`src/rtl/vgpr_retire_arbiter_pkg.sv`:
```
// Shared types and constants for the VGPR retire path into the issue-stage comparators.
package vgpr_retire_arbiter_pkg;

  localparam int unsigned VGPR_ADDR_W = 10;
  localparam int unsigned WF_ID_W     = 6;
  localparam int unsigned MASK_W      = 4;

  localparam logic [MASK_W-1:0] MASK_NONE = 4'b0000;
  localparam logic [MASK_W-1:0] MASK_1W   = 4'b0001;
  localparam logic [MASK_W-1:0] MASK_2W   = 4'b0011;
  localparam logic [MASK_W-1:0] MASK_4W   = 4'b1111;

  typedef struct packed {
    logic [WF_ID_W-1:0]     wfid;
    logic [VGPR_ADDR_W-1:0] addr;
    logic [MASK_W-1:0]      mask;
  } retire_entry_t;

  function automatic logic mask_is_legal(input logic [MASK_W-1:0] mask);
    return (mask == MASK_1W) || (mask == MASK_2W) || (mask == MASK_4W);
  endfunction

endpackage

```
`src/rtl/vgpr_retire_fifo.sv`:
```
// Synchronous per-source retire FIFO; ready/full is derived from the registered count only.
module vgpr_retire_fifo
  import vgpr_retire_arbiter_pkg::*;
#(
  parameter int unsigned DEPTH = 4
) (
  input  logic                   clk,
  input  logic                   rst_n,
  input  logic                   push_i,
  input  retire_entry_t          wdata_i,
  input  logic                   pop_i,
  output retire_entry_t          rdata_o,
  output logic                   full_o,
  output logic                   empty_o,
  output logic [$clog2(DEPTH):0] count_o
);

  localparam int unsigned PTR_W = $clog2(DEPTH);
  localparam int unsigned CNT_W = PTR_W + 1;

  retire_entry_t    mem_q [DEPTH];
  logic [PTR_W-1:0] wr_ptr_q, wr_ptr_d;
  logic [PTR_W-1:0] rd_ptr_q, rd_ptr_d;
  logic [CNT_W-1:0] count_q, count_d;
  logic             do_push, do_pop;

  assign full_o  = (count_q == CNT_W'(DEPTH));
  assign empty_o = (count_q == '0);
  assign count_o = count_q;
  assign do_push = push_i && !full_o;
  assign do_pop  = pop_i && !empty_o;
  assign rdata_o = mem_q[rd_ptr_q];

  // Pointers wrap naturally because DEPTH is a power of two.
  always_comb begin
    wr_ptr_d = wr_ptr_q;
    rd_ptr_d = rd_ptr_q;
    count_d  = count_q;
    if (do_push) wr_ptr_d = wr_ptr_q + PTR_W'(1);
    if (do_pop)  rd_ptr_d = rd_ptr_q + PTR_W'(1);
    case ({do_push, do_pop})
      2'b10:   count_d = count_q + CNT_W'(1);
      2'b01:   count_d = count_q - CNT_W'(1);
      default: count_d = count_q;
    endcase
  end

  always_ff @(posedge clk) begin
    if (!rst_n) begin
      wr_ptr_q <= '0;
      rd_ptr_q <= '0;
      count_q  <= '0;
    end else begin
      wr_ptr_q <= wr_ptr_d;
      rd_ptr_q <= rd_ptr_d;
      count_q  <= count_d;
    end
  end

  always_ff @(posedge clk) begin
    if (do_push) mem_q[wr_ptr_q] <= wdata_i;
  end

endmodule

```
`src/rtl/vgpr_retire_arbiter.sv`:
```
// Merges SIMD and LSU VGPR retire events into one registered {wfid, addr, mask} broadcast per cycle.
module vgpr_retire_arbiter
  import vgpr_retire_arbiter_pkg::*;
#(
  parameter int unsigned ADDR_W = VGPR_ADDR_W,
  parameter int unsigned WFID_W = WF_ID_W,
  parameter int unsigned DEPTH  = 4
) (
  input  logic              clk,
  input  logic              rst_n,
  input  logic              simd_retire_valid,
  output logic              simd_retire_ready,
  input  logic [WFID_W-1:0] simd_retire_wfid,
  input  logic [ADDR_W-1:0] simd_retire_addr,
  input  logic [3:0]        simd_retire_mask,
  input  logic              lsu_retire_valid,
  output logic              lsu_retire_ready,
  input  logic [WFID_W-1:0] lsu_retire_wfid,
  input  logic [ADDR_W-1:0] lsu_retire_addr,
  input  logic [3:0]        lsu_retire_mask,
  output logic              retired_operand_valid,
  output logic [WFID_W-1:0] retired_operand_wfid,
  output logic [ADDR_W-1:0] retired_operand_addr,
  output logic [3:0]        retired_operand_mask,
  output logic              retire_mask_error,
  output logic              retire_idle
);

  retire_entry_t         simd_wdata, lsu_wdata, simd_rdata, lsu_rdata;
  logic                  simd_full, simd_empty, lsu_full, lsu_empty;
  logic [$clog2(DEPTH):0] simd_count, lsu_count;
  logic                  simd_acc, lsu_acc, simd_push, lsu_push, simd_bad, lsu_bad;
  logic                  grant_simd, grant_lsu;
  logic                  last_lsu_q, last_lsu_d;
  logic                  valid_q, valid_d;
  logic                  err_q, err_d;
  retire_entry_t         out_q, out_d;

  assign simd_wdata = '{wfid: simd_retire_wfid, addr: simd_retire_addr, mask: simd_retire_mask};
  assign lsu_wdata  = '{wfid: lsu_retire_wfid,  addr: lsu_retire_addr,  mask: lsu_retire_mask};

  vgpr_retire_fifo #(.DEPTH(DEPTH)) u_simd_fifo (
    .clk     (clk),
    .rst_n   (rst_n),
    .push_i  (simd_push),
    .wdata_i (simd_wdata),
    .pop_i   (grant_simd),
    .rdata_o (simd_rdata),
    .full_o  (simd_full),
    .empty_o (simd_empty),
    .count_o (simd_count)
  );

  vgpr_retire_fifo #(.DEPTH(DEPTH)) u_lsu_fifo (
    .clk     (clk),
    .rst_n   (rst_n),
    .push_i  (lsu_push),
    .wdata_i (lsu_wdata),
    .pop_i   (grant_lsu),
    .rdata_o (lsu_rdata),
    .full_o  (lsu_full),
    .empty_o (lsu_empty),
    .count_o (lsu_count)
  );

  // Zero masks are accepted but never stored; other non-legal masks are stored and flagged.
  always_comb begin
    simd_acc  = simd_retire_valid && !simd_full;
    lsu_acc   = lsu_retire_valid && !lsu_full;
    simd_push = simd_acc && (simd_retire_mask != MASK_NONE);
    lsu_push  = lsu_acc && (lsu_retire_mask != MASK_NONE);
    simd_bad  = simd_push && !mask_is_legal(simd_retire_mask);
    lsu_bad   = lsu_push && !mask_is_legal(lsu_retire_mask);
    err_d     = simd_bad || lsu_bad;
  end

  // Round robin: on contention grant the source that did not win last time.
  always_comb begin
    grant_simd = !simd_empty && (lsu_empty || last_lsu_q);
    grant_lsu  = !lsu_empty && !grant_simd;
    last_lsu_d = last_lsu_q;
    if (grant_simd)     last_lsu_d = 1'b0;
    else if (grant_lsu) last_lsu_d = 1'b1;
    valid_d = grant_simd || grant_lsu;
    out_d   = '0;
    if (grant_simd)     out_d = simd_rdata;
    else if (grant_lsu) out_d = lsu_rdata;
  end

  always_ff @(posedge clk) begin
    if (!rst_n) begin
      last_lsu_q <= 1'b1;
      valid_q    <= 1'b0;
      err_q      <= 1'b0;
      out_q      <= '0;
    end else begin
      last_lsu_q <= last_lsu_d;
      valid_q    <= valid_d;
      err_q      <= err_d;
      out_q      <= out_d;
    end
  end

  assign simd_retire_ready     = !simd_full;
  assign lsu_retire_ready      = !lsu_full;
  assign retired_operand_valid = valid_q;
  assign retired_operand_wfid  = out_q.wfid;
  assign retired_operand_addr  = out_q.addr;
  assign retired_operand_mask  = out_q.mask;
  assign retire_mask_error     = err_q;
  assign retire_idle           = (simd_count == '0) && (lsu_count == '0) && !valid_q;

endmodule

```
`config.mk`:
```
export PLATFORM = sky130hd
export DESIGN_NAME = vgpr_retire_arbiter
export DESIGN_NICKNAME = d
export VERILOG_FILES = /design/src/rtl/vgpr_retire_arbiter_pkg.sv /design/src/rtl/vgpr_retire_fifo.sv /design/src/rtl/vgpr_retire_arbiter.sv
export SDC_FILE = /design/constraint.sdc
export NUM_CORES = 1
export LEC_CHECK = 0
export ABC_AREA = 1
export BUFFER_PORTS_ARGS = -buffer_cell sky130_fd_sc_hd__buf_2
export CAP_MARGIN = 20
export CORE_MARGIN = 1
export CORE_UTILIZATION = 60
export DETAILED_ROUTE_END_ITERATION = 6
export PLACE_DENSITY = 0.8
export SYNTH_ARGS = -nofsm -noshare
export SYNTH_HDL_FRONTEND = slang
export SYNTH_SLANG_ARGS = --single-unit
```
`constraint.sdc`:
```
create_clock -name clk -period 2.63 [get_ports clk]
set_input_delay 0.789 -clock clk [delete_from_list [all_inputs] [get_ports clk]]
set_output_delay 0.789 -clock clk [all_outputs]
set_load 0.1 [all_outputs]
```
==> flow_summary.yaml, run 1 <==
clocking:
  root_buffer: "clkbuf_16"
  cts_resized: 0
  ctsLongestPathBuffers: 3
  cts_tree: "done"
  post_cts_buffers: 0
  numCtsBuffers: 20
  cts-htree-levels: 1
  cts_num_sinks: 201
  clk_latency_ns: 0.48
  cts.reportedPaths.clkPinSlew_ns: 0.06
  cts_hold_buf: 0
synthesis:
  synthSimpleGateAreaFrac_pct: 19.9
  netlist.area_leader.share_pct: 56.1
  synth_compound_area_share_pct: 3.12
  synth_top_area_cell: "edfxtp_1"
  synth_mux_area_share_pct: 0
  syn_avg_cell_area_um2: 9.84
  synth_fa_ha_area_share_pct: 1.93
  synthXorXnorAreaFrac_pct: 0.102
  ys_seq_elements: 201
  synth_top_family_by_area: "simple AND/OR/NAND/NOR gates"
  synthTopCellsByArea: "edfxtp_1 (56%), nand2_1 (12%), dfxtp_1 (9.6%)"
  synth_cell_type_count: 31
  yosysSeqAreaShare_pct: 65.6
  yosysWarnings: 0
  postSynthCellCount: 871
  syn_nets: 927
  syn_area_um2: 8570
route:
  vias: 5661
  wire_per_inst_um: 14.0
  drc: 0
  wl_mm: 15.9
  postRouteAntennaNets: 0
  routed_via_density: 4.97
  drt_iter0_markers: 398
  drtPass1Iterations: 5
critical_path:
  cp_max_fo: 4
  r2r_end: "u_simd_fifo.count_o[2]"
  worstReg2RegStart: "u_simd_fifo.count_o[2]"
  end_kind: "output pin"
  crit_path_top_delay_cell: "buf_2"
  cp.required_ns: 1.84
  arrival_ns: 1.68
  rrSetupSlack_ns: 0.59
  path_cells: "inv_2 -> nand3_2 -> nor3_2 -> buf_2"
  crit_type: "reg2out"
  cp-start-kind: "flip-flop"
  rr_worst_depth: 11
  slowest_delay_ns: 0.45
placed_design:
  finalWeightedCongestion: 0.780
  io_buffer_count: 68
  place_ws_ns: 0.0833
  place_inst: 1102
  hpwl_mm: 10.2
cells_and_area:
  syn_to_final_growth_pct: 13.0
  drive_gt1_share_pct: 14.9
  layout_commonest_cell: "nand2_1"
  postLayoutCoreUtil_pct: 69.5
  mostFrequentLayoutCells: "nand2_1 (265), edfxtp_1 (160), inv_1 (146)"
  final_cell_count_no_fill: 1138
  diodes: 0
  layout.nets: 1000
floorplanning:
  fp.coreArea_um2: 13900
  io_pins: 69
  die_w_um: 122
  dieArea_um2: 14800
  die_y_um: 122
  start_util_pct: 61.5
  row_count: 43
global_route:
  antenna_found_initial: 0
  grt_pass1_vias: 5403
  grt_max_degree: 41
  grt_pass1_wl_mm: 25.8
  grt_overflow_total: 0
  grtUsageTotal_pct: 22.9
timing:
  slew_violations: 0
  relSlewSlack_pct: 48.0
  setup_ws_ns: 0.166
  worst_pin_slew_ns: 0.779
  finalHoldViolCount: 0
  fin_crit_ns: 2.46
  final.setup.tns_ns: 0
  rsz0062_at_grt: "no"
  fmax_mhz: 406
  finClkSkew_ns: 0.00941
  fin_crit_sh_pct: 93.7
  setup_viol: 0
job:
  drv_cap: 0
power:
  powerDensity_nw_per_um2: 1080
  power_leakage_uw: 0.00433
  max-vdd-ir-drop_mv: 0.816
worst_hold_path:
  hold_path_class: "reg2reg"
  hold_start: "u_simd_fifo.rd_ptr_q[1]"
  hold_depth: 2
outcome:
  status: "completed"
==> worst max-delay path by stage <==
stage / start / endpoint / slack [ns] / depth (start not counted)
4_1_cts: u_lsu_fifo.count_o[1] / retire_idle / 0.15 / 4
3_3_place_gp: lsu_retire_mask[3] / u_lsu_fifo.count_o[2] / 0.20 / 11
2_1_floorplan: retired_operand_valid / retire_idle / -0.16 / 1
3_5_place_dp: lsu_retire_mask[3] / u_lsu_fifo.count_o[2] / 0.08 / 11
6_report: u_lsu_fifo.count_o[1] / retire_idle / 0.17 / 4
5_1_grt: u_lsu_fifo.count_o[1] / retire_idle / 0.07 / 4
==> flip-flops by register name, summed over array words and instances, names as in the netlist, named ones only <==
register,cells
retired_operand_valid,1
retired_operand_mask,4
retired_operand_addr,10
u_lsu_fifo.mem_q,80
retire_mask_error,1
u_simd_fifo.wr_ptr_q,2
u_lsu_fifo.wr_ptr_q,2
retired_operand_wfid,6
u_simd_fifo.mem_q,80
u_lsu_fifo.rd_ptr_q,2
u_simd_fifo.rd_ptr_q,2
last_lsu_q,1
u_simd_fifo.count_o,3
u_lsu_fifo.count_o,3
==> area by class of cell <==
type	count	area [µm²]
Fill cell	1038	4240
Inverter	155	592
Timing Repair Buffer	84	460
Sequential cell	201	5630
Clock buffer	30	599
Multi-Input combinational cell	482	2160
Tap cell	180	225
Clock inverter	6	28.8
==> logic make-up after synthesis <==
| kind of cell | count (synthesis) |
|---|---|
| AND/OR/NAND/NOR | 425 |
| flip-flops | 201 |
| buffers and inverters | 188 |
| AO/OA/AOI/OAI | 44 |
| adder cells (fa/ha/maj) | 12 |
| XOR/XNOR | 1 |
==> synthesized netlist by cell type <==
cell type,n
buf_6,3
o21ai_0,7
fa_1,2
nor3_1,1
a21oi_4,1
buf_4,5
edfxtp_1,160
nand2_4,2
clkinv_2,2
nand2_2,1
a21oi_1,26
o211ai_1,1
xor2_1,1
dfxtp_1,41
ha_1,10
nor2_1,102
buf_2,19
nand2_1,265
or2_2,1
nand3_2,1
clkinv_1,1
inv_1,146
nand3_4,1
a21oi_2,9
inv_4,1
clkbuf_1,4
inv_2,4
nor2_2,1
inv_6,1
buf_8,2
nand3_1,50
==> per-layer routing <==
metal  vias to the layer above  global-route usage [%]  part of all wire, %  routed length (µm)
met5                         -                       0                    0                   0
met4                         0                    8.95                  2.5                 395
met3                        29                    3.71                  6.4                1010
met2                       172                    38.9                   49                7810
met1                      2593                    29.7                   42                6660
li1                       2867                       -                    -                   -
==> worst max-delay path: cells and delay by family, from the launching register on <==
| kind | cells | cell delay, ns |
|---|---|---|
| buffers and inverters | 2 | 0.56 |
| flip-flops | 1 | 0.32 |
| AND/OR/NAND/NOR | 2 | 0.30 |
==> report_power, final <==
part	switching (µW)	total, µW	internal, µW
Clock	1080	2650	1570
Sequential	204	4090	3890
Combinational	2760	3710	942
==> through the flow <==
stage / power (µW) / hold slack, ns / area [µm²]
after floorplan: 7190 / 0.465 / 8590
after global placement: 7760 / 0.482 / 9060
after detailed placement: 7870 / 0.490 / 9060
after CTS: 10500 / 0.498 / 9690
after global routing: 11100 / 0.510 / 9690
final: 10400 / 0.495 / 9690
Power figures use the tool's default switching activity.
==> inputs of run 2 (changes only) <==
--- a/config.mk
+++ b/config.mk
@@ -5,13 +5,13 @@
 export SDC_FILE = /design/constraint.sdc
 export NUM_CORES = 1
 export LEC_CHECK = 0
-export ABC_AREA = 1
+export ABC_AREA = 0
 export BUFFER_PORTS_ARGS = -buffer_cell sky130_fd_sc_hd__buf_2
 export CAP_MARGIN = 20
 export CORE_MARGIN = 1
-export CORE_UTILIZATION = 60
+export CORE_UTILIZATION = 59
 export DETAILED_ROUTE_END_ITERATION = 6
-export PLACE_DENSITY = 0.8
+export PLACE_DENSITY = 0.79
 export SYNTH_ARGS = -nofsm -noshare
 export SYNTH_HDL_FRONTEND = slang
 export SYNTH_SLANG_ARGS = --single-unit
==> flow_summary.yaml, run 2 <==
timing:
  finalHoldViolCount: 0
  relSlewSlack_pct: 58.9
  finClkSkew_ns: 0.0127
  hold_ws_ns: 0.488
  fin_crit_ns: 2.58
  fin_crit_sh_pct: 98.1
  final.setup.tns_ns: 0
  fmax_mhz: 388
  worst_pin_slew_ns: 0.617
  slew_violations: 0
  rsz0062_at_grt: "no"
  setup_viol: 0
floorplanning:
  row_count: 41
  dieArea_um2: 13400
  die_y_um: 116
  die_w_um: 116
  io_pins: 69
  start_util_pct: 60.4
  fp.coreArea_um2: 12600
clocking:
  cts-htree-levels: 1
  root_buffer: "clkbuf_16"
  cts_tree: "done"
  cts.reportedPaths.clkPinSlew_ns: 0.06
  ctsLongestPathBuffers: 3
  numCtsBuffers: 21
  cts_num_sinks: 201
  clk_latency_ns: 0.48
synthesis:
  synth_cell_type_count: 33
  yosysWarnings: 0
  syn_avg_cell_area_um2: 19.2
  ys.flop_type: "edfxtp_1"
  synth-edff-count: 160
  ys_seq_elements: 201
  synthTopCellsByArea: "edfxtp_1 (63%), mux4_2 (12%), dfxtp_1 (11%)"
  syn_nets: 452
  yosysMostFrequentCell: "edfxtp_1"
  synthArstFlopShare_pct: 0
  synthSimpleGateAreaFrac_pct: 5.36
  synthXorXnorAreaFrac_pct: 0.920
  postSynthCellCount: 396
  synth_mux_area_share_pct: 12.4
  synth_compound_area_share_pct: 3.38
  synth_top_area_cell: "edfxtp_1"
  synth_fa_ha_area_share_pct: 2.17
  synth_top_family_by_area: "multiplexers"
  yosysSeqAreaShare_pct: 73.9
  netlist.area_leader.share_pct: 63.1
  syn_area_um2: 7620
  ys_top_cells_by_count: "edfxtp_1 (160), dfxtp_1 (41), mux4_2 (40)"
job:
  drv_cap: 0
route:
  drtPass1Iterations: 4
  wire_per_inst_um: 20.6
  wl_mm: 14.0
  drc: 0
  vias: 3835
  drt_iter0_markers: 278
  routed_via_density: 5.66
  postRouteAntennaNets: 0
outcome:
  status: "completed"
critical_path:
  arrival_ns: 1.79
  cp.required_ns: 1.84
  rr_worst_depth: 9
  cp-start-kind: "flip-flop"
  crit_path_end: "retire_idle"
  worstReg2RegStart: "u_simd_fifo.count_o[2]"
  cp_max_fo: 5
  crit_type: "reg2out"
  end_kind: "output pin"
  rrSetupSlack_ns: 0.29
  critPathLaunch: "u_lsu_fifo.count_o[0]"
  r2r_end: "u_simd_fifo.count_o[2]"
power:
  p_sw_uw: 4000
  switching_share_pct: 36.8
  max-vdd-ir-drop_mv: 0.659
  power_frac_clock_pct: 26.7
  powerDensity_nw_per_um2: 1210
  cell_internal_pwr_uw: 6880
  p_seq_share_pct: 38.2
  power_leakage_uw: 0.00315
  combPwrFrac_pct: 35.1
cells_and_area:
  mostFrequentLayoutCells: "edfxtp_1 (160), buf_2 (67), dfxtp_1 (41)"
  drive_gt1_share_pct: 35.6
  syn_to_final_growth_pct: 17.7
  diodes: 0
  final_cell_count_no_fill: 678
  layout_commonest_cell: "edfxtp_1"
  layout.nets: 547
placed_design:
  finalWeightedCongestion: 0.708
  hpwl_mm: 8.65
  place_inst: 640
  io_buffer_count: 68
global_route:
  grt_max_degree: 42
  grt_pass1_vias: 3861
  grt_overflow_total: 0
  antenna_found_initial: 0
  grt_pass1_wl_mm: 21.7
  grtUsageTotal_pct: 22.2
worst_hold_path:
  hold_path_class: "reg2reg"
[run 2: cell count changes in the layout (fill, tap and decap cells not counted), moves of 9 or more]
cell,delta
a21oi_1,-26
a21oi_2,-9
a22oi_1,+20
and2_1,+15
inv_1,-137
mux4_2,+40
nand2_1,-257
nand3_1,-46
nor2_1,-102
nor2b_1,+22
[run 2: logic make-up after synthesis]
group                    after synthesis
flip-flops                           201
XOR/XNOR                               8
AND/OR/NAND/NOR                       66
AO/OA/AOI/OAI                         34
multiplexers                          44
buffers and inverters                 31
adder cells (fa/ha/maj)               12
[run 2: area by class of cell]
class / instances / area [µm²]
clock buffers: 29 / 586
clock inverters: 9 / 109
fillers: 800 / 3660
inverters: 13 / 48.8
multi-input cells: 164 / 1860
flip-flops and latches: 201 / 5630
well taps: 172 / 215
repair buffers: 90 / 520
[run 2: worst max-delay path, cell delays in order (launching register included)]
cell and delay [ns]:
dfxtp_1 0.35, nor3_1 0.39, nand2_1 0.17, nor2_2 0.11, buf_4 0.29
[run 2: how the worst min path moves through the flow]
| stage | slack (ns) | start | depth (start not counted) | endpoint |
|---|---|---|---|---|
| finish | 0.49 | u_simd_fifo.rd_ptr_q[1] | 2 | flip-flop |
| global route | 0.50 | u_simd_fifo.rd_ptr_q[1] | 2 | flip-flop |
| CTS | 0.48 | u_simd_fifo.rd_ptr_q[1] | 2 | flip-flop |
| detailed placement | 0.47 | u_simd_fifo.rd_ptr_q[1] | 2 | u_simd_fifo.rd_ptr_q[1] |
| global placement | 0.46 | u_simd_fifo.rd_ptr_q[1] | 2 | u_simd_fifo.rd_ptr_q[1] |
| floorplan | 0.45 | u_simd_fifo.rd_ptr_q[1] | 2 | flip-flop |
[run 2: timing repair]
item                                    in CTS  in global routing
gates resized for setup                      2                  0
buffers inserted                             0                  0
endpoints found under the setup margin       1                  0
hold buffers                                 0                  0
[run 2: power groups by stage]
stage	Combinational, µW	Clock, µW	Sequential, µW
6_report	3810	2900	4160
5_1_grt	4040	3100	4190
4_1_cts	3830	2960	4160
3_5_place_dp	3770	0	4210
3_3_place_gp	3690	0	4180
2_1_floorplan	1870	0	5360
[run 2: routing by layer]
| layer | wire (µm) | GRT usage (%) | vias to the layer above |
|---|---|---|---|
| met2 | 7140 | 36.9 | 120 |
| met3 | 901 | 3.82 | 19 |
| li1 | - | - | 1739 |
| met4 | 204 | 4.27 | 0 |
| met5 | 0 | 0 | - |
| met1 | 5730 | 31.9 | 1957 |
[run 2: metrics by stage]
step           total power (µW)  util (%)  area [µm²]  worst slack [ns]
6_report                  10900      71.0        8960            0.0510
3_3_place_gp               7870      65.5        8260            -0.186
4_1_cts                   10900      71.0        8960            0.0344
2_1_floorplan              7230         -        7630            -0.152
3_5_place_dp               7990      65.5        8260            -0.262
5_1_grt                   11300      71.0        8960           0.00123
==> inputs of run 3 (changes only) <==
--- a/config.mk
+++ b/config.mk
@@ -11,7 +11,7 @@
 export CORE_MARGIN = 1
 export CORE_UTILIZATION = 59
 export DETAILED_ROUTE_END_ITERATION = 6
-export PLACE_DENSITY = 0.79
+export PLACE_DENSITY = 0.84
 export SYNTH_ARGS = -nofsm -noshare
 export SYNTH_HDL_FRONTEND = slang
 export SYNTH_SLANG_ARGS = --single-unit
==> flow_summary.yaml, run 3 (same netlist as run 2, synthesis figures left out) <==
clocking:
  cts.reportedPaths.clkPinSlew_ns: 0.06
  root_buffer: "clkbuf_16"
  cts_tree: "done"
  cts_num_sinks: 201
  cts_hold_buf: 0
  numCtsBuffers: 20
  ctsLongestPathBuffers: 3
  clk_latency_ns: 0.49
  post_cts_buffers: 0
  cts-htree-levels: 1
floorplanning:
  fp.coreArea_um2: 12600
  dieArea_um2: 13400
  start_util_pct: 60.4
  die_w_um: 116
  row_count: 41
  io_pins: 69
  die_y_um: 116
timing:
  setup_viol: 0
  fin_crit_sh_pct: 94.6
  setup_ws_ns: 0.141
  fin_crit_ns: 2.49
  finalHoldViolCount: 0
  finClkSkew_ns: 0.0196
  slew_violations: 0
  worst_pin_slew_ns: 0.629
  relSlewSlack_pct: 58.1
  fmax_mhz: 402
  rsz0062_at_grt: "no"
cells_and_area:
  layout_commonest_cell: "edfxtp_1"
  final_cell_count_no_fill: 681
  syn_to_final_growth_pct: 16.9
  drive_gt1_share_pct: 36.3
  mostFrequentLayoutCells: "edfxtp_1 (160), buf_2 (67), dfxtp_1 (41)"
  layout.nets: 551
  diodes: 0
power:
  p_seq_share_pct: 39.1
  cell_internal_pwr_uw: 6610
  max-vdd-ir-drop_mv: 0.741
  powerDensity_nw_per_um2: 1200
  p_total_uw: 10700
  power_leakage_uw: 0.00314
  switching_share_pct: 38.0
  combPwrFrac_pct: 36.4
  p_sw_uw: 4050
  power_frac_clock_pct: 24.5
worst_hold_path:
  hold_path_class: "in2reg"
  hold_depth: 1
  hold_start: "simd_retire_addr[9]"
  whs_endpoint: "u_simd_fifo.mem_q[2][13]"
critical_path:
  rrSetupSlack_ns: 0.25
  arrival_ns: 1.70
  end_kind: "output pin"
  cp_top_family: "simple AND/OR/NAND/NOR gates"
  path_buf_inv: 1
  crit_type: "reg2out"
  r2r_end: "u_simd_fifo.count_o[2]"
  worstReg2RegStart: "u_simd_fifo.count_o[2]"
  cp-start-kind: "flip-flop"
  cp.required_ns: 1.84
  cp_max_fo: 5
  crit_path_top_delay_cell: "dfxtp_1"
  path_cells: "nor3_2 -> nand2_1 -> nor2_2 -> buf_4"
  rr_worst_depth: 9
  slowest_delay_ns: 0.37
route:
  vias: 3956
  routed_via_density: 5.81
  wire_per_inst_um: 21.8
  drt_iter0_markers: 287
  drc: 2
  drtPass1Iterations: 7
  wl_mm: 14.8
  postRouteAntennaNets: 0
placed_design:
  hpwl_mm: 9.38
  finalWeightedCongestion: 0.757
  place_ws_ns: -0.233
  io_buffer_count: 68
  place_inst: 645
outcome:
  status: "finished with violations"
  violations: "design-rule violations"
job:
  drv_cap: 0
global_route:
  grt_pass1_vias: 4025
  grtUsageTotal_pct: 23.5
  antenna_found_initial: 0
  grt_pass1_wl_mm: 22.8
  grt_overflow_total: 0
  grt_max_degree: 42
-- run 3: repair_timing --
action,CTS,global route
cloned,0,0
gates resized for setup,2,1
setup endpoints to repair,1,1
-- run 3: through the flow --
step                cell area (µm²)  utilization (%)  TNS (ns)  hold slack, ns
global placement               8290             65.7    -0.347           0.458
floorplan                      7630                -    -0.267           0.449
finish                         8900             70.5         0           0.516
CTS                            8900             70.5         0           0.505
detailed placement             8290             65.7    -0.507           0.504
global route                   8900             70.5         0           0.501
-- run 3: power by group through the flow --
stage	clock, µW	combinational, µW	sequential, µW
floorplan	0	1870	5360
global placement	0	3690	4180
detailed placement	0	3810	4220
CTS	2640	3890	4170
global route	2770	4070	4210
finish	2610	3880	4170
-- run 3: how the worst max path moves through the flow --
| stage | cells after the start | startpoint | end | slack, ns |
|---|---|---|---|---|
| floorplan | 10 | simd_retire_mask[0] | u_simd_fifo.count_o[2] | -0.15 |
| global placement | 10 | simd_retire_mask[0] | u_simd_fifo.count_o[2] | -0.19 |
| detailed placement | 10 | simd_retire_mask[0] | u_simd_fifo.count_o[2] | -0.23 |
| CTS | 4 | u_simd_fifo.count_o[2] | retire_idle | 0.04 |
| global route | 4 | u_lsu_fifo.count_o[0] | retire_idle | 0.09 |
| finish | 4 | u_lsu_fifo.count_o[0] | retire_idle | 0.14 |
-- run 3: worst reg2reg max path: stages, from the launching register on --
cell      delay (ns)
dfxtp_1         0.42
or3b_2          0.49
and3_1          0.21
inv_2           0.05
ha_2            0.17
inv_2           0.04
fa_2            0.32
xor2_1          0.17
or3_1           0.30
a21boi_1        0.15
-- run 3: area by class of cell --
type	count	area, µm²
clock buffer	28	551
clock inverter	8	51.3
fill	739	3720
inverter	13	48.8
multi-input combinational	164	1860
sequential	201	5630
tap	172	215
timing repair buffer	95	546
-- run 3: per-layer routing --
metal  up-vias  wire (µm)  global-route usage [%]
met2       134       7660                    39.4
met3        38        756                    3.61
met1      2048       6060                    32.2
li1       1736          -                       -
met5         -          0                       0
met4         0        367                    7.52
